--- src/rtl/decode_stage.sv ---
// RV32I decode stage: combinational decode of the fetched word, registered
// into a two-entry skid buffer (main/output register plus one skid entry).

package decode_pkg;

  typedef enum logic [5:0] {
    K_INVALID = 6'd0,
    K_LUI, K_AUIPC, K_JAL, K_JALR,
    K_BEQ, K_BNE, K_BLT, K_BGE, K_BLTU, K_BGEU,
    K_LB, K_LH, K_LW, K_LBU, K_LHU,
    K_SB, K_SH, K_SW,
    K_ADDI, K_SLTI, K_SLTIU, K_XORI, K_ORI, K_ANDI, K_SLLI, K_SRLI, K_SRAI,
    K_ADD, K_SUB, K_SLL, K_SLT, K_SLTU, K_XOR, K_SRL, K_SRA, K_OR, K_AND,
    K_FENCE, K_FENCE_I, K_ECALL, K_EBREAK,
    K_CSRRW, K_CSRRS, K_CSRRC, K_CSRRWI, K_CSRRSI, K_CSRRCI
  } instr_kind_t;

endpackage

module decode_stage
  import decode_pkg::*;
#(
  parameter logic [31:0] RESET_PC = 32'h0000_0000
) (
  input  logic        clk,
  input  logic        rst,
  input  logic        flush,
  input  logic        in_valid,
  output logic        in_ready,
  input  logic [31:0] in_pc,
  input  logic [31:0] in_instr,
  output logic        out_valid,
  input  logic        out_ready,
  output logic [31:0] out_pc,
  output logic [5:0]  out_kind,
  output logic [4:0]  out_rd,
  output logic [4:0]  out_rs1,
  output logic [4:0]  out_rs2,
  output logic [31:0] out_imm,
  output logic [11:0] out_csr,
  output logic        out_illegal
);

  typedef enum logic [2:0] {
    FMT_ZERO, FMT_I, FMT_S, FMT_B, FMT_U, FMT_J, FMT_UIMM
  } fmt_t;

  typedef struct packed {
    logic [31:0] pc;
    instr_kind_t kind;
    logic [4:0]  rd;
    logic [4:0]  rs1;
    logic [4:0]  rs2;
    logic [31:0] imm;
    logic [11:0] csr;
    logic        illegal;
  } entry_t;

  logic [6:0]  opcode;
  logic [2:0]  funct3;
  logic [6:0]  funct7;
  logic [31:0] imm_i, imm_s, imm_b, imm_u, imm_j, imm_uimm;

  instr_kind_t dec_kind;
  fmt_t        dec_fmt;
  entry_t      dec_entry;
  entry_t      reset_entry;

  entry_t main_reg, main_next;
  entry_t skid_reg, skid_next;
  logic   main_valid_reg, main_valid_next;
  logic   skid_valid_reg, skid_valid_next;
  logic   accept;
  logic   main_free;

  assign opcode   = in_instr[6:0];
  assign funct3   = in_instr[14:12];
  assign funct7   = in_instr[31:25];

  assign imm_i    = {{20{in_instr[31]}}, in_instr[31:20]};
  assign imm_s    = {{20{in_instr[31]}}, in_instr[31:25], in_instr[11:7]};
  assign imm_b    = {{19{in_instr[31]}}, in_instr[31], in_instr[7],
                     in_instr[30:25], in_instr[11:8], 1'b0};
  assign imm_u    = {in_instr[31:12], 12'b0};
  assign imm_j    = {{11{in_instr[31]}}, in_instr[31], in_instr[19:12],
                     in_instr[20], in_instr[30:21], 1'b0};
  assign imm_uimm = {27'b0, in_instr[19:15]};

  // Classify the incoming word and pick its immediate format.
  always_comb begin
    dec_kind = K_INVALID;
    dec_fmt  = FMT_ZERO;
    unique case (opcode)
      7'b0110111: begin dec_kind = K_LUI;   dec_fmt = FMT_U; end
      7'b0010111: begin dec_kind = K_AUIPC; dec_fmt = FMT_U; end
      7'b1101111: begin dec_kind = K_JAL;   dec_fmt = FMT_J; end
      7'b1100111: begin
        if (funct3 == 3'b000) begin dec_kind = K_JALR; dec_fmt = FMT_I; end
      end
      7'b1100011: begin
        dec_fmt = FMT_B;
        case (funct3)
          3'b000:  dec_kind = K_BEQ;
          3'b001:  dec_kind = K_BNE;
          3'b100:  dec_kind = K_BLT;
          3'b101:  dec_kind = K_BGE;
          3'b110:  dec_kind = K_BLTU;
          3'b111:  dec_kind = K_BGEU;
          default: dec_kind = K_INVALID;
        endcase
      end
      7'b0000011: begin
        dec_fmt = FMT_I;
        case (funct3)
          3'b000:  dec_kind = K_LB;
          3'b001:  dec_kind = K_LH;
          3'b010:  dec_kind = K_LW;
          3'b100:  dec_kind = K_LBU;
          3'b101:  dec_kind = K_LHU;
          default: dec_kind = K_INVALID;
        endcase
      end
      7'b0100011: begin
        dec_fmt = FMT_S;
        case (funct3)
          3'b000:  dec_kind = K_SB;
          3'b001:  dec_kind = K_SH;
          3'b010:  dec_kind = K_SW;
          default: dec_kind = K_INVALID;
        endcase
      end
      7'b0010011: begin
        dec_fmt = FMT_I;
        case (funct3)
          3'b000:  dec_kind = K_ADDI;
          3'b010:  dec_kind = K_SLTI;
          3'b011:  dec_kind = K_SLTIU;
          3'b100:  dec_kind = K_XORI;
          3'b110:  dec_kind = K_ORI;
          3'b111:  dec_kind = K_ANDI;
          3'b001:  dec_kind = (funct7 == 7'b0000000) ? K_SLLI : K_INVALID;
          3'b101: begin
            if (funct7 == 7'b0000000)      dec_kind = K_SRLI;
            else if (funct7 == 7'b0100000) dec_kind = K_SRAI;
            else                           dec_kind = K_INVALID;
          end
          default: dec_kind = K_INVALID;
        endcase
      end
      7'b0110011: begin
        if (funct7 == 7'b0000000) begin
          case (funct3)
            3'b000:  dec_kind = K_ADD;
            3'b001:  dec_kind = K_SLL;
            3'b010:  dec_kind = K_SLT;
            3'b011:  dec_kind = K_SLTU;
            3'b100:  dec_kind = K_XOR;
            3'b101:  dec_kind = K_SRL;
            3'b110:  dec_kind = K_OR;
            default: dec_kind = K_AND;
          endcase
        end else if (funct7 == 7'b0100000) begin
          if (funct3 == 3'b000)      dec_kind = K_SUB;
          else if (funct3 == 3'b101) dec_kind = K_SRA;
        end
      end
      7'b0001111: begin
        if (funct3 == 3'b000)      dec_kind = K_FENCE;
        else if (funct3 == 3'b001) dec_kind = K_FENCE_I;
      end
      7'b1110011: begin
        case (funct3)
          3'b000: begin
            if (in_instr[31:7] == 25'd0)
              dec_kind = K_ECALL;
            else if (in_instr[31:20] == 12'd1 && in_instr[19:7] == 13'd0)
              dec_kind = K_EBREAK;
          end
          3'b001:  begin dec_kind = K_CSRRW;  dec_fmt = FMT_I;    end
          3'b010:  begin dec_kind = K_CSRRS;  dec_fmt = FMT_I;    end
          3'b011:  begin dec_kind = K_CSRRC;  dec_fmt = FMT_I;    end
          3'b101:  begin dec_kind = K_CSRRWI; dec_fmt = FMT_UIMM; end
          3'b110:  begin dec_kind = K_CSRRSI; dec_fmt = FMT_UIMM; end
          3'b111:  begin dec_kind = K_CSRRCI; dec_fmt = FMT_UIMM; end
          default: dec_kind = K_INVALID;
        endcase
      end
      default: dec_kind = K_INVALID;
    endcase
    // An unrecognised word never carries an immediate.
    if (dec_kind == K_INVALID) dec_fmt = FMT_ZERO;
  end

  // Assemble the decoded entry that gets captured on acceptance.
  always_comb begin
    dec_entry         = '0;
    dec_entry.pc      = in_pc;
    dec_entry.kind    = dec_kind;
    dec_entry.rd      = in_instr[11:7];
    dec_entry.rs1     = in_instr[19:15];
    dec_entry.rs2     = in_instr[24:20];
    dec_entry.csr     = in_instr[31:20];
    dec_entry.illegal = (dec_kind == K_INVALID);
    case (dec_fmt)
      FMT_I:    dec_entry.imm = imm_i;
      FMT_S:    dec_entry.imm = imm_s;
      FMT_B:    dec_entry.imm = imm_b;
      FMT_U:    dec_entry.imm = imm_u;
      FMT_J:    dec_entry.imm = imm_j;
      FMT_UIMM: dec_entry.imm = imm_uimm;
      default:  dec_entry.imm = 32'd0;
    endcase
  end

  // Output register contents presented after reset.
  always_comb begin
    reset_entry      = '0;
    reset_entry.pc   = RESET_PC;
    reset_entry.kind = K_INVALID;
  end

  // in_ready depends only on registered skid occupancy (and reset), never on out_ready.
  assign in_ready  = ~skid_valid_reg & ~rst;
  assign accept    = in_valid & in_ready & ~flush;
  assign main_free = ~main_valid_reg | out_ready;

  // Skid-buffer next state: refill main from skid first, else from the decoder.
  always_comb begin
    main_next       = main_reg;
    skid_next       = skid_reg;
    main_valid_next = main_valid_reg;
    skid_valid_next = skid_valid_reg;
    if (flush) begin
      main_valid_next = 1'b0;
      skid_valid_next = 1'b0;
    end else if (main_free) begin
      if (skid_valid_reg) begin
        main_next       = skid_reg;
        main_valid_next = 1'b1;
        skid_valid_next = 1'b0;
      end else if (accept) begin
        main_next       = dec_entry;
        main_valid_next = 1'b1;
      end else begin
        main_valid_next = 1'b0;
      end
    end else if (accept) begin
      skid_next       = dec_entry;
      skid_valid_next = 1'b1;
    end
  end

  // Buffer state registers with synchronous reset.
  always_ff @(posedge clk) begin
    if (rst) begin
      main_reg       <= reset_entry;
      skid_reg       <= '0;
      main_valid_reg <= 1'b0;
      skid_valid_reg <= 1'b0;
    end else begin
      main_reg       <= main_next;
      skid_reg       <= skid_next;
      main_valid_reg <= main_valid_next;
      skid_valid_reg <= skid_valid_next;
    end
  end

  assign out_valid   = main_valid_reg;
  assign out_pc      = main_reg.pc;
  assign out_kind    = main_reg.kind;
  assign out_rd      = main_reg.rd;
  assign out_rs1     = main_reg.rs1;
  assign out_rs2     = main_reg.rs2;
  assign out_imm     = main_reg.imm;
  assign out_csr     = main_reg.csr;
  assign out_illegal = main_reg.illegal;

endmodule

--- config.mk ---
export PLATFORM = sky130hd
export DESIGN_NAME = decode_stage
export DESIGN_NICKNAME = d
export VERILOG_FILES = /design/src/rtl/decode_stage.sv
export SDC_FILE = /design/constraint.sdc
export NUM_CORES = 1
export LEC_CHECK = 0
export BUFFER_PORTS_ARGS = -buffer_cell sky130_fd_sc_hd__buf_4
export CAP_MARGIN = 20
export CORE_MARGIN = 3
export CORE_UTILIZATION = 40
export CTS_BUF_LIST = sky130_fd_sc_hd__clkbuf_4
export DETAILED_ROUTE_END_ITERATION = 10
export GPL_ROUTABILITY_DRIVEN = 0
export SETUP_SLACK_MARGIN = 0.02
export SLEW_MARGIN = 5
export SYNTH_ARGS = -nofsm -noshare
export SYNTH_HDL_FRONTEND = slang
export SYNTH_SLANG_ARGS = --single-unit
--- constraint.sdc ---
create_clock -name clk -period 2.9 [get_ports clk]
set_input_delay 0.145 -clock clk [delete_from_list [all_inputs] [get_ports clk]]
set_output_delay 0.145 -clock clk [all_outputs]
set_load 0.02 [all_outputs]
Word-level counts from Yosys, hierarchy flattened
Cells that the tools add are included.

word-level totals
  register bits = 198
  output and inout port bits = 100
  word-level logic and storage cells = 96

operators by class
  reduce and logical (&&, ||, !) cells = 15
  equality and inequality tests = 26
  bitwise operators = 9
  muxes and demuxes = 28

operator list
  cell                                             number
  2-to-1 mux 98 bit                                2
  one-hot mux 32 bit (6 select lines)              1
  one-hot mux 6 bit (7 select lines)               2
  one-hot mux 6 bit (11 select lines)              1
  2-to-1 mux 6 bit                                 8
  one-hot mux 6 bit (8 select lines)               1
  == test 7 x 6 -> 1 bit (second input constant)   4
  == test 7 bit (second input constant)            4
  logical NOT 25 bit                               1
  one-hot mux 4 bit (6 select lines)               1
  == test 3 bit (second input constant)            7
  one-hot mux 3 bit (7 select lines)               1
  one-hot mux 4 bit (5 select lines)               1
  2-to-1 mux 5 bit                                 3
  one-hot mux 5 bit (3 select lines)               1
  == test 7 x 5 -> 1 bit (second input constant)   2
  logical NOT 13 bit                               1
  == test 12 x 1 -> 1 bit (second input constant)  1
  == test 3 x 2 -> 1 bit (second input constant)   4
  OR reduction 3 bit                               3
  == test 7 x 2 -> 1 bit (second input constant)   1
  == test 7 x 4 -> 1 bit (second input constant)   1
  logical NOT 7 bit                                1
  == test 3 x 1 -> 1 bit (second input constant)   2
  other kinds (12)                                 24

Depth between registers and ports, before layout
Gate-level depths: netlist of run 1.

  depth in word-level cells = 12
  gate-level depth with buffers = 12

Worst setup path before layout of run 1
Ideal clock, no wire load.

  path kind = input to register
  start point = in in_instr[13]
  end point = reg main_reg, in the netlist out_imm[12]
  setup time = 139 ps
  arrival time = 2182 ps
  stages on the path = 10
  setup slack = 579 ps
  required time = 2761 ps
  buffers on the path = 2
  path through = buf_2 > buf_4 > nand2b_1 > nor2_1 > a22oi_1 > nand3_1 > a2111oi_4 > nand3_2 > a21oi_2 > a221oi_1

between the ends
  longest elaborated chain between the ends = 12

ends and longest elaborated chain
  element                                                                        line      text
  start, declared                                                                31        input logic [31:0] in_instr,
  logical NOT 13 bit / == test 3 bit (equally long branches)                     n/a
  logical AND 1 bit / 2-to-1 mux 6 bit (equally long branches)                   176, 164
  2-to-1 mux 6 bit (on tied branches)                                            176, 163
  2-to-1 mux 6 bit (on tied branches)                                            174, 162
  one-hot mux 6 bit (7 select lines) / 2-to-1 mux 6 bit (equally long branches)  172, 151
  one-hot mux 6 bit (11 select lines)                                            93        unique case (opcode)
  logical NOT 6 bit                                                              191       if (dec_kind == K_INVALID) dec_fmt = FMT_ZERO;
  2-to-1 mux 3 bit *                                                             191
  == test 3 bit, or another cell as far along                                    204       case (dec_fmt)
  one-hot mux 32 bit (6 select lines) *                                          204
  2-to-1 mux 98 bit *                                                            241       end else if (accept) begin
  2-to-1 mux 98 bit *                                                            237       if (skid_valid_reg) begin
  end signal, assigned                                                           256       main_reg <= reset_entry;
  end signal, assigned                                                           261       main_reg <= main_next;
  end, declared                                                                  69        entry_t main_reg, main_next;

Every way passes the cells marked *; elsewhere a longest branch is shown, timed or not. The select of a mux whose other input is x is not followed.
A chain may end at the register's enable or synchronous reset.

Final worst setup path of run 1
  start point = in in_instr[14]
  end point = reg skid_reg[19] in the netlist's numbering

between the ends
  longest elaborated chain between the ends = 10

ends and longest elaborated chain
  element                                                                        line      text
  logical NOT 13 bit / == test 3 bit (equally long branches)                     n/a
  logical AND 1 bit / 2-to-1 mux 6 bit (equally long branches)                   176, 164
  2-to-1 mux 6 bit (on tied branches)                                            176, 163
  2-to-1 mux 6 bit (on tied branches)                                            174, 162
  one-hot mux 6 bit (7 select lines) / 2-to-1 mux 6 bit (equally long branches)  172, 151
  one-hot mux 6 bit (11 select lines)                                            93
  logical NOT 6 bit                                                              191
  2-to-1 mux 3 bit *                                                             191
  == test 3 bit, or another cell as far along                                    204
  one-hot mux 32 bit (6 select lines) *                                          204
  end signal, assigned                                                           262       skid_reg <= skid_next;
  end, declared                                                                  70        entry_t skid_reg, skid_next;

Marks and branches as above.

==> results of run 1 <==
==> path summary, 6_finish.rpt <==
path                               startpoint                         to  slack [ps]
setup reg to reg  skid_valid_reg$_SDFFE_PP0P_   skid_reg[8]$_SDFFE_PP0P_         330
hold / removal                   in_instr[12]  skid_reg[25]$_SDFFE_PP0P_         210
setup / recovery                 in_instr[14]  skid_reg[19]$_SDFFE_PP0P_         220
hold reg to reg     skid_reg[65]$_SDFFE_PP0P_  skid_reg[65]$_SDFFE_PP0P_         460
==> layout by cell type (no fill, tap or decap), drive strengths merged, types with 6 or more instances in the layout <==
cell type / instances
mux2i: 51
a221oi: 18
dlygate4sd3: 65
dfxtp: 188
o21ai: 83
nor2: 91
nor4: 8
buf: 185
clkbuf: 17
nand3: 16
nor3: 25
a211oi: 61
nand2b: 6
a21oi: 111
o2bb2a: 11
nor2b: 10
nand2: 174
inv: 16
nand4: 8
a31oi: 11
==> cells by family (layout without fill, tap and decap cells) <==
family	Yosys count	after routing	synth area share [%]
buffers and inverters	104	287	5.480
AO/OA/AOI/OAI	328	328	24.77
other	0	2	0
multiplexers	51	51	5.995
adder cells (fa/ha/maj)	1	1	0.1175
XOR/XNOR	1	1	0.1029
flip-flops	188	188	44.20
AND/OR/NAND/NOR	364	364	19.34
==> critical path: stages <==
cell	delay [ps]
dlygate4sd3_1	540
buf_4	290
nor2b_1	140
or4_1	420
a2111oi_0	480
nor2_1	100
o2111a_1	290
a31oi_4	250
buf_4	250
nand3_1	100
a21oi_1	170
==> routing by layer <==
layer / up-vias / share of wire [%] / wire [um]
met5: - / 0 / 0
met3: 44 / 6.2 / 1580
met2: 288 / 46 / 11700
li1: 4054 / - / -
met1: 3778 / 46 / 11650
met4: 0 / 2.0 / 519
==> layout make-up <==
cell class              instances  share of cell area (%)
multi-input cells             745                   39.87
inverters                       6                  0.2091
diodes                          2                 0.04647
clock inverters                14                   1.162
repair buffers                250                   19.40
clock buffers                  17                   1.185
well taps                     270                   3.137
flip-flops and latches        188                   34.98
==> power breakdown <==
part           switching, mW  total (mW)  internal [mW]  leakage, nW
registers             0.0354        2.68           2.64         1.52
clock network          0.972        1.35          0.376        0.146
logic                  0.380       0.669          0.289         2.20
total                   1.39        4.70           3.31         3.87
==> repair_timing <==
action	4_1_cts	5_1_grt
endpoints found under the hold margin	160	0
hold buffers	65	0
endpoints found under the setup margin	0	0
==> stage by stage <==
stage          instance area (um2)  hold slack (ps)  utilization, %  worst slack (ps)
3_3_place_gp                  9861            357.4           47.96             232.7
6_report                     10770            210.4           52.38             216.3
5_1_grt                      10770            157.6           52.38             21.87
4_1_cts                      10760            153.0           52.36             309.4
3_5_place_dp                  9861            361.4           47.96             243.9
2_1_floorplan                 8516            223.6               -             578.9
==> out/results.txt, run 1 <==
Wire per inst - 17.05 um
Count leader, synth - dfxtp_1
Power Dens Cells - 436.0 mW/mm2
Reg2Reg Depth - 6
CTS Sinks - 188
Max Cap Violations - 0
Grt met3 use - 4.664%
Initial antenna violation count - 1
RSZ-0062 raised after global routing - false
Worst endpoint required time - 3390 ps
CTS Buf Count - 17
Count of pins over their slew limit - 0
Worst VDD drop - 0.0002842 V
Nets - 1277
GRT overflow - 0
Ranking of synthesized cells by area - dfxtp_1 44%, nand2_1 7.7%, a21oi_1 6.3%
Clock buffer depth - 2
WHS Path Cells - 4
H-tree levels - 4
DRT Pass-1 Iters - 5
Critical path arrival - 3170 ps
Later-pin clock latency in the skew report - 570 ps
Die ar. - 0.02308 mm2
Syn Inst Count - 1037
Synth Register Bits - 188
Largest net degree at the start of global routing - 131
# Post-CTS Setup Buffers - 0
Initial core utilization - 41.42%
Sequential fraction of the synthesis area - 44.20%
Final Hold Vio Count - 0
Worst setup EP type - flop
Inst Count DP - 1394
Minimum clock period after layout - 2684 ps
Worst Clk Skew - 17.58 ps
Synth unique cells - 72
Vias per cell - 5.472
DRT antenna net count - 0
Sequential cell area - 0.003767 mm2
Commonest cells post-synth - 188 x dfxtp_1, 174 x nand2_1, 108 x a21oi_1
Met1 Usage GRT - 29.21%
Hold WC Path Type - in2reg
Vias in the first global route - 7703
Fill count - 1993
First-pass GRT wire length - 41180 um
Max FFs per register - 93
Post-synth top area share - 44.20%
Area growth syn-to-layout - 26.46%
Die X - 151.9 um
GRT busiest layer - met2
Worst Setup Start Kind - input port
Post-CTS sizing - 0
Max_slew headroom - 39.62%
Total wire length - 25440 um
HPWL Detailed - 16420 um
Yosys warns - 0
Layout cells sized above 1 - 19.34%
1st-iter DRT viols - 565
DR DRC count - 0
Post-synthesis area per instance - 8.212 um2
Peak fanout along the critical path - 32
Asr flop ratio synth - 0%
Tot Pwr - 4.695 mW
Syn nets - 1106
Multi-input logic area - 0.004294 mm2
Dominant cell type by area after synthesis - dfxtp_1
Rows - 52
IO Count - 169
Core area - 0.02056 mm2
PortBufs - 168
Final setup fails - 0
Root buffer cell - clkbuf_4
Vias - 8164
GRT Total Usage - 21.29%
Die Y - 151.9 um
Post-Layout Cell Count - 1492
Fmax - 372.6 MHz
LEAKAGE - 3.872 nW
GRT met2 Usage - 33.93%
Clock-pin slew of the registers on the worst-case setup and hold paths - 150 ps
Measured slew at the worst slew-check pin - 905.7 ps
Crit Path Class - in2reg
EDFF count, synth - 0
Top FF cell, synth - dfxtp_1
Synth Cell Area - 0.008516 mm2
Status - complete, no violations
CTS tree - yes
Setup TNS - 0 ps
Part of the cycle the worst path needs - 92.54%
No activity file was read; power rests on OpenSTA's default activity.
==> inputs of run 2 (changes only) <==
Settings changed: PLACE_DENSITY_LB_ADDON from default to 0.15.
==> run 2 against run 1 <==
Clock power is 7% higher; routed wire length is 1.3% lower; cell area is 1.6% higher; largest power group unchanged.
==> out/results.txt, run 2 (synthesis gave the netlist of run 1 again) <==
CTS Sinks - 188 (unchanged)
LEAKAGE - 3.971 nW (+2.6%)
Worst VDD drop - 0.0002939 V (+3.4%)
CTS tree - yes
Vias per cell - 5.385 (-1.6%)
Final setup fails - 0 (unchanged)
Hold WC Path Type - in2reg
Die X - 151.9 um (unchanged)
R2R Setup Slk - 260 ps (-70 ps)
1st-iter DRT viols - 640 (+13%)
Crit path launch - in_instr[31]
DR DRC count - 0 (unchanged)
Switching Share - 28.96% (-0.58 points)
Layout cells sized above 1 - 19.89% (+0.54 points)
Initial antenna violation count - 1 (unchanged)
Worst endpoint required time - 3400 ps (about the same)
Wire per inst - 16.62 um (-2.5%)
CP Capture Point - skid_reg[36]$_SDFFE_PP0P_
Part of the cycle the worst path needs - 96.07% (+3.5 points)
Worst Clk Skew - 17.54 ps (-0.03540 ps)
Measured slew at the worst slew-check pin - 908.9 ps (+3.161 ps)
GRT Total Usage - 21.10% (-0.19 points)
Status - complete, no violations
Nets - 1293 (+1.3%)
Final instance area - 0.01094 mm2 (+1.6%)
Clock buffer depth - 2 (unchanged)
Worst setup EP type - flop
Fill count - 1976 (-0.85%)
Most common cell after layout, fill and taps aside - buf_4
Comb pwr share - 13.9% (-0.3 points)
Max FFs per register - 93 (unchanged)
H-tree levels - 4 (unchanged)
Die ar. - 0.02308 mm2 (unchanged)
Later-pin clock latency in the skew report - 570 ps (about the same)
Core Util, Final - 53.21% (+0.83 points)
Internal power - 3.407 mW (+3.0%)
Worst Setup Start Kind - input port
Final setup margin - 113.9 ps (-102.4 ps)
Critical path arrival - 3280 ps (+110 ps)
Final Hold Vio Count - 0 (unchanged)
Power Dens Cells - 438.4 mW/mm2 (+0.55%)
Vias - 8136 (-0.34%)
Crit Path Class - in2reg
Area growth syn-to-layout - 28.46%
HPWL Detailed - 16480 um (+0.41%)
Die Y - 151.9 um (unchanged)
Crit Reg-Reg Endpoint - skid_reg[90]$_SDFFE_PP0P_
Most frequent cells in the layout - 190 x buf_4, 187 x dfxtp_1, 174 x nand2_1
Flop pwr share - 55.8% (-1.3 points)
Max Cap Violations - 0 (unchanged)
IO Count - 169 (unchanged)
Worst reg2reg startpoint - skid_valid_reg$_SDFFE_PP0P_
Cell Area, Placed - 0.009908 mm2 (+0.48%)
Total wire length - 25120 um (-1.3%)
Post-place setup slack - 131.2 ps (-112.7 ps)
DRT Pass-1 Iters - 5 (unchanged)
Peak fanout along the critical path - 15 (-53%)
Core area - 0.02056 mm2 (unchanged)
Max_slew headroom - 39.41% (-0.21 points)
PortBufs - 168 (unchanged)
Fmax - 358.9 MHz (-3.7%)
DRT antenna net count - 0 (unchanged)
Minimum clock period after layout - 2786 ps (+102.4 ps)
Setup TNS - 0 ps (unchanged)
Tot Pwr - 4.796 mW (+2.1%)
Vias in the first global route - 7602 (-1.3%)
Sw Pwr - 1.389 mW (+0.14%)
GRT overflow - 0 (unchanged)
Rows - 52 (unchanged)
First-pass GRT wire length - 40600 um (-1.4%)
RSZ-0062 raised after global routing - false
CTS Buf Count - 17 (unchanged)
Clock-pin slew of the registers on the worst-case setup and hold paths - 150 ps (about the same)
Largest net degree at the start of global routing - 80 (-39%)
Reg2Reg Depth - 6 (unchanged)
Count of pins over their slew limit - 0 (unchanged)
Clock group share of total power - 30.3% (+1.6 points)
Root buffer cell - clkbuf_4
Initial core utilization - 41.42% (unchanged)
run 2: worst min path at each step:
stage / start / end / slack [ps] / cells past startpoint
4_1_cts: in_instr[12] / skid_reg[25]$_SDFFE_PP0P_ / 6 / 3
3_3_place_gp: flush / skid_valid_reg$_SDFFE_PP0P_ / 350 / 2
5_1_grt: in_instr[6] / skid_reg[63]$_SDFFE_PP0P_ / 160 / 3
6_report: in_instr[6] / skid_reg[63]$_SDFFE_PP0P_ / 180 / 3
2_1_floorplan: flush / skid_valid_reg$_SDFFE_PP0P_ / 220 / 1
3_5_place_dp: flush / skid_valid_reg$_SDFFE_PP0P_ / 360 / 2
run 2: final cells by class:
class / instances / area (um2) / area share [%]
well taps: 270 / 337.8 / 3.088
clock inverters: 14 / 151.4 / 1.384
flip-flops and latches: 188 / 3767 / 34.44
diodes: 4 / 10.01 / 0.09150
inverters: 6 / 22.52 / 0.2059
clock buffers: 18 / 135.1 / 1.235
multi-input cells: 745 / 4298 / 39.29
repair buffers: 266 / 2217 / 20.27
run 2: power groups by stage:
stage / clock network, mW / logic, mW / registers, mW
after floorplan: 0 / 0.275 / 2.79
after global placement: 0 / 0.598 / 2.73
after detailed placement: 0 / 0.598 / 2.73
after CTS: 1.51 / 0.664 / 2.68
after global routing: 1.62 / 0.723 / 2.69
final: 1.45 / 0.665 / 2.68
run 2: critical path, stage by stage:
cell and delay [ps]:
dlygate4sd3_1 540, buf_4 170, or4_4 590, nor2_4 180, a21oi_1 90, o31ai_1 530, a2111oi_4 110, a31oi_4 220
buf_4 260, a21oi_2 80, buf_4 210, a21oi_1 150
run 2: per-layer routing:
metal	global-route usage, %	part of all wire, %	routed length [um]
met1	29.34	46	11620
met2	33.72	46	11680
met3	4.551	5.8	1445
met4	4.923	1.5	376
met5	0	0	0
run 2: stage by stage:
step / instances / hold WS, ps
2_1_floorplan: 1037 / 223.6
4_1_cts: 1505 / 5.700
5_1_grt: 1511 / 162.4
6_report: 1511 / 184.7
3_5_place_dp: 1402 / 356.9
3_3_place_gp: 1402 / 353.2
run 2: repair_timing:
action | 4_1_cts | 5_1_grt
hold buffers | 71 | 2
gates resized for setup | 0 | 1
endpoints found under the hold margin | 156 | 2
setup endpoints to repair | 0 | 1
setup buffers | 0 | 0
==> inputs of run 3 (changes only) <==
Settings changed: ABC_AREA from default to 1, TNS_END_PERCENT from default to 1.
==> run 3 against run 2 <==
First-iteration DRC count grew 32%; die area grew 4.5%; routed wire length grew 11%; final cell count grew 15%; via count grew 12%; register-to-register slack gained 630 ps; sequential share of layout area shrank 0.61 points; clock power is essentially flat; hold slack lost 98 ps; flip-flop and latch count is the same; synthesized area grew 4.7%; clock-buffer cell count is the same; largest cell class unchanged; largest power group unchanged.
==> out/results.txt, run 3 <==
Final setup fails - 0 (unchanged)
PortBufs - 168 (unchanged)
CTS Sinks - 188 (unchanged)
Ranking of synthesized cells by area - dfxtp_1 42%, nand2_1 12%, nor2_1 8.0%
Crit path largest cell delay - 540 ps (-50 ps)
H-tree levels - 4 (unchanged)
Post-synthesis area per instance - 6.899 um2 (-16%)
GRT Total Usage - 21.97% (+0.87 points)
Synth Cell Area - 0.008914 mm2 (+4.7%)
Syn nets - 1361 (+23%)
Worst VDD drop - 0.0002538 V (-14%)
Core area - 0.02149 mm2 (+4.5%)
Worst endpoint required time - 3390 ps (about the same)
Max Cap Violations - 0 (unchanged)
Worst Setup Start Kind - input port
HPWL Detailed - 18130 um (+10%)
Buffers and inverters on the worst path - 2 (-2)
R2R Setup Slk - 890 ps (+630 ps)
WHS Path Cells - 5 (+2)
Nets - 1524 (+18%)
Clock group share of total power - 31.9% (+1.6 points)
Commonest cells post-synth - 276 x nand2_1, 189 x nor2_1, 188 x dfxtp_1
Vias in the first global route - 7977 (+4.9%)
GRT overflow - 0 (unchanged)
Post-CTS sizing - 0 (unchanged)
Total wire length - 27780 um (+11%)
Comb pwr share - 11.5% (-2.4 points)
Power Dens Cells - 418.4 mW/mm2 (-4.6%)
Critical path arrival - 2910 ps (-370 ps)
Status - complete, no violations
# Post-CTS Setup Buffers - 0 (unchanged)
Setup TNS - 0 ps (unchanged)
Post-synth top area share - 42.22% (-2.0 points)
Crit Path Class - in2reg
Reg2Reg Depth - 7 (+1)
Flop pwr share - 56.7% (+0.9 points)
Clock buffer depth - 2 (unchanged)
Final Hold Slack - 87.18 ps (-97.50 ps)
Worst Clk Skew - 20.29 ps (+2.750 ps)
CTS Buf Count - 17 (unchanged)
Later-pin clock latency in the skew report - 600 ps (+30 ps)
Core Util, Final - 51.81% (-1.4 points)
Final setup margin - 477.6 ps (+363.6 ps)
Asr flop ratio synth - 0% (unchanged)
IO Count - 169 (unchanged)
Tot Pwr - 4.657 mW (-2.9%)
Sequential fraction of the synthesis area - 42.22% (-2.0 points)
Worst setup EP type - flop
Minimum clock period after layout - 2422 ps (-363.6 ps)
Initial antenna violation count - 1 (unchanged)
Measured slew at the worst slew-check pin - 812.0 ps (-96.92 ps)
Wire per inst - 15.92 um (-4.2%)
Dominant cell type by area after synthesis - dfxtp_1
Max FFs per register - 93 (unchanged)
Clock-pin slew of the registers on the worst-case setup and hold paths - 160 ps (about the same)
Hold-fix buffers, CTS - 58 (-18%)
Root buffer cell - clkbuf_4
Part of the cycle the worst path needs - 83.53% (-13 points)
Fmax - 412.8 MHz (+15%)
Sw Pwr - 1.341 mW (-3.4%)
Crit Reg-Reg Endpoint - out_illegal$_SDFFE_PP0P_
Vias - 9142 (+12%)
Max_slew headroom - 45.87% (+6.5 points)
LEAKAGE - 5.071 nW (+28%)
Cell family with the largest share of critical-path delay - simple AND/OR/NAND/NOR gates
Area growth syn-to-layout - 24.87%
Layout cells sized above 1 - 17.85% (-2.0 points)
CTS tree - yes
Slowest cell on the critical path - dlygate4sd3_1
Most common cell after layout, fill and taps aside - nand2_1
Synth unique cells - 31 (-57%)
Initial core utilization - 41.49% (+0.067 points)
Die Y - 155.3 um (+2.2%)
Die ar. - 0.02411 mm2 (+4.5%)
Final Hold Vio Count - 0 (unchanged)
CP cell instances - dlygate4sd3_1, buf_4, nor2_1, nand2_2, nor2_4, nand2_2, nand3_1, nand2_1, nor2_2, nand3_1, nor2_2, nand2_4, o211ai_4, nand2_1, o21ai_0, a21oi_1
Worst reg2reg startpoint - skid_valid_reg$_SDFFE_PP0P_
DRT antenna net count - 0 (unchanged)
Largest net degree at the start of global routing - 115 (+44%)
Post-place setup slack - 396.8 ps (+265.6 ps)
Hold WC Path Type - in2reg
RSZ-0062 raised after global routing - false
First-pass GRT wire length - 43130 um (+6.2%)
Syn Inst Count - 1292 (+25%)
Switching Share - 28.80% (-0.16 points)
Hold path start - in_instr[14]
1st-iter DRT viols - 843 (+32%)
Count leader, synth - nand2_1
Most frequent cells in the layout - 276 x nand2_1, 188 x nor2_1, 187 x dfxtp_1
DRT Pass-1 Iters - 5 (unchanged)
Vias per cell - 5.239 (-2.7%)
Peak fanout along the critical path - 19 (+4)
EDFF count, synth - 0 (unchanged)
Count of pins over their slew limit - 0 (unchanged)
Top FF cell, synth - dfxtp_1
Synth Register Bits - 188 (unchanged)
Internal power - 3.316 mW (-2.7%)
Die X - 155.3 um (+2.2%)
Yosys warns - 0 (unchanged)
Hold Path Sink - skid_reg[27]$_SDFFE_PP0P_
Rows - 53 (+1.9%)
DR DRC count - 0 (unchanged)
==> run 3: changes by cell type in the layout (fill, tap and decap cells not counted), sizes merged, moves of 44 or more <==
cell / previous run / this run
nor2: 91 / 205
nand2: 174 / 283
inv: 14 / 101
o21ai: 83 / 137
a211oi: 61 / 8
mux2i: 51 / 0
a31oi: 11 / 55
nand4: 8 / 52
==> run 3: worst max path at each step <==
stage / from / cells after the start / slack, ps / endpoint
after floorplan: skid_valid_reg$_SDFFE_PP0P_ / 9 / 990 / skid_reg[30]$_SDFFE_PP0P_
after global placement: in_instr[1] / 13 / 430 / out_imm[4]$_SDFFE_PP0P_
after detailed placement: in_instr[1] / 17 / 400 / out_imm[21]$_SDFFE_PP0P_
after CTS: in_instr[25] / 16 / 560 / out_imm[21]$_SDFFE_PP0P_
after global routing: in_instr[25] / 16 / 260 / out_imm[26]$_SDFFE_PP0P_
final: in_instr[25] / 16 / 480 / out_imm[21]$_SDFFE_PP0P_
==> run 3: kinds of logic after synthesis <==
logic type      Yosys count  share of synthesized area (%)
compound gates          312                          19.78
buf+inv                 191                          8.857
simple gates            601                          29.14
flops                   188                          42.22
==> run 3: stage by stage <==
stage / instance area (um2) / cells
after floorplan: 8914 / 1292
after global placement: 10260 / 1653
after detailed placement: 10260 / 1653
after CTS: 11130 / 1743
after global routing: 11130 / 1745
final: 11130 / 1745
==> run 3: power by group through the flow <==
stage | clock network, mW | registers, mW | logic, mW
5_1_grt | 1.63 | 2.64 | 0.580
6_report | 1.48 | 2.64 | 0.535
3_5_place_dp | 0 | 2.69 | 0.468
2_1_floorplan | 0 | 2.73 | 0.212
4_1_cts | 1.54 | 2.64 | 0.533
3_3_place_gp | 0 | 2.69 | 0.468
==> run 3: layout make-up <==
class / count / area, um2
Tap cell: 275 / 344.1
Antenna cell: 2 / 5.005
Timing Repair Buffer: 239 / 1989
Fill cell: 2179 / 10350
Clock buffer: 18 / 135.1
Inverter: 96 / 365.4
Sequential cell: 188 / 3765
Clock inverter: 14 / 153.9
Multi-Input combinational cell: 913 / 4373
==> run 3: tightest hold or removal path, stage by stage <==
cell      delay [ps]
buf_4            140
a211oi_1         130
nand4_1          100
o211ai_1          90
inv_1             60
==> run 3: routing by layer <==
layer  vias up  share of wire, %  track usage, %
met2       305                47           36.30
met5         -                 0               0
li1       4632                 -               -
met1      4181                45           30.25
met4         0               1.4           4.710
met3        24               6.2           3.894
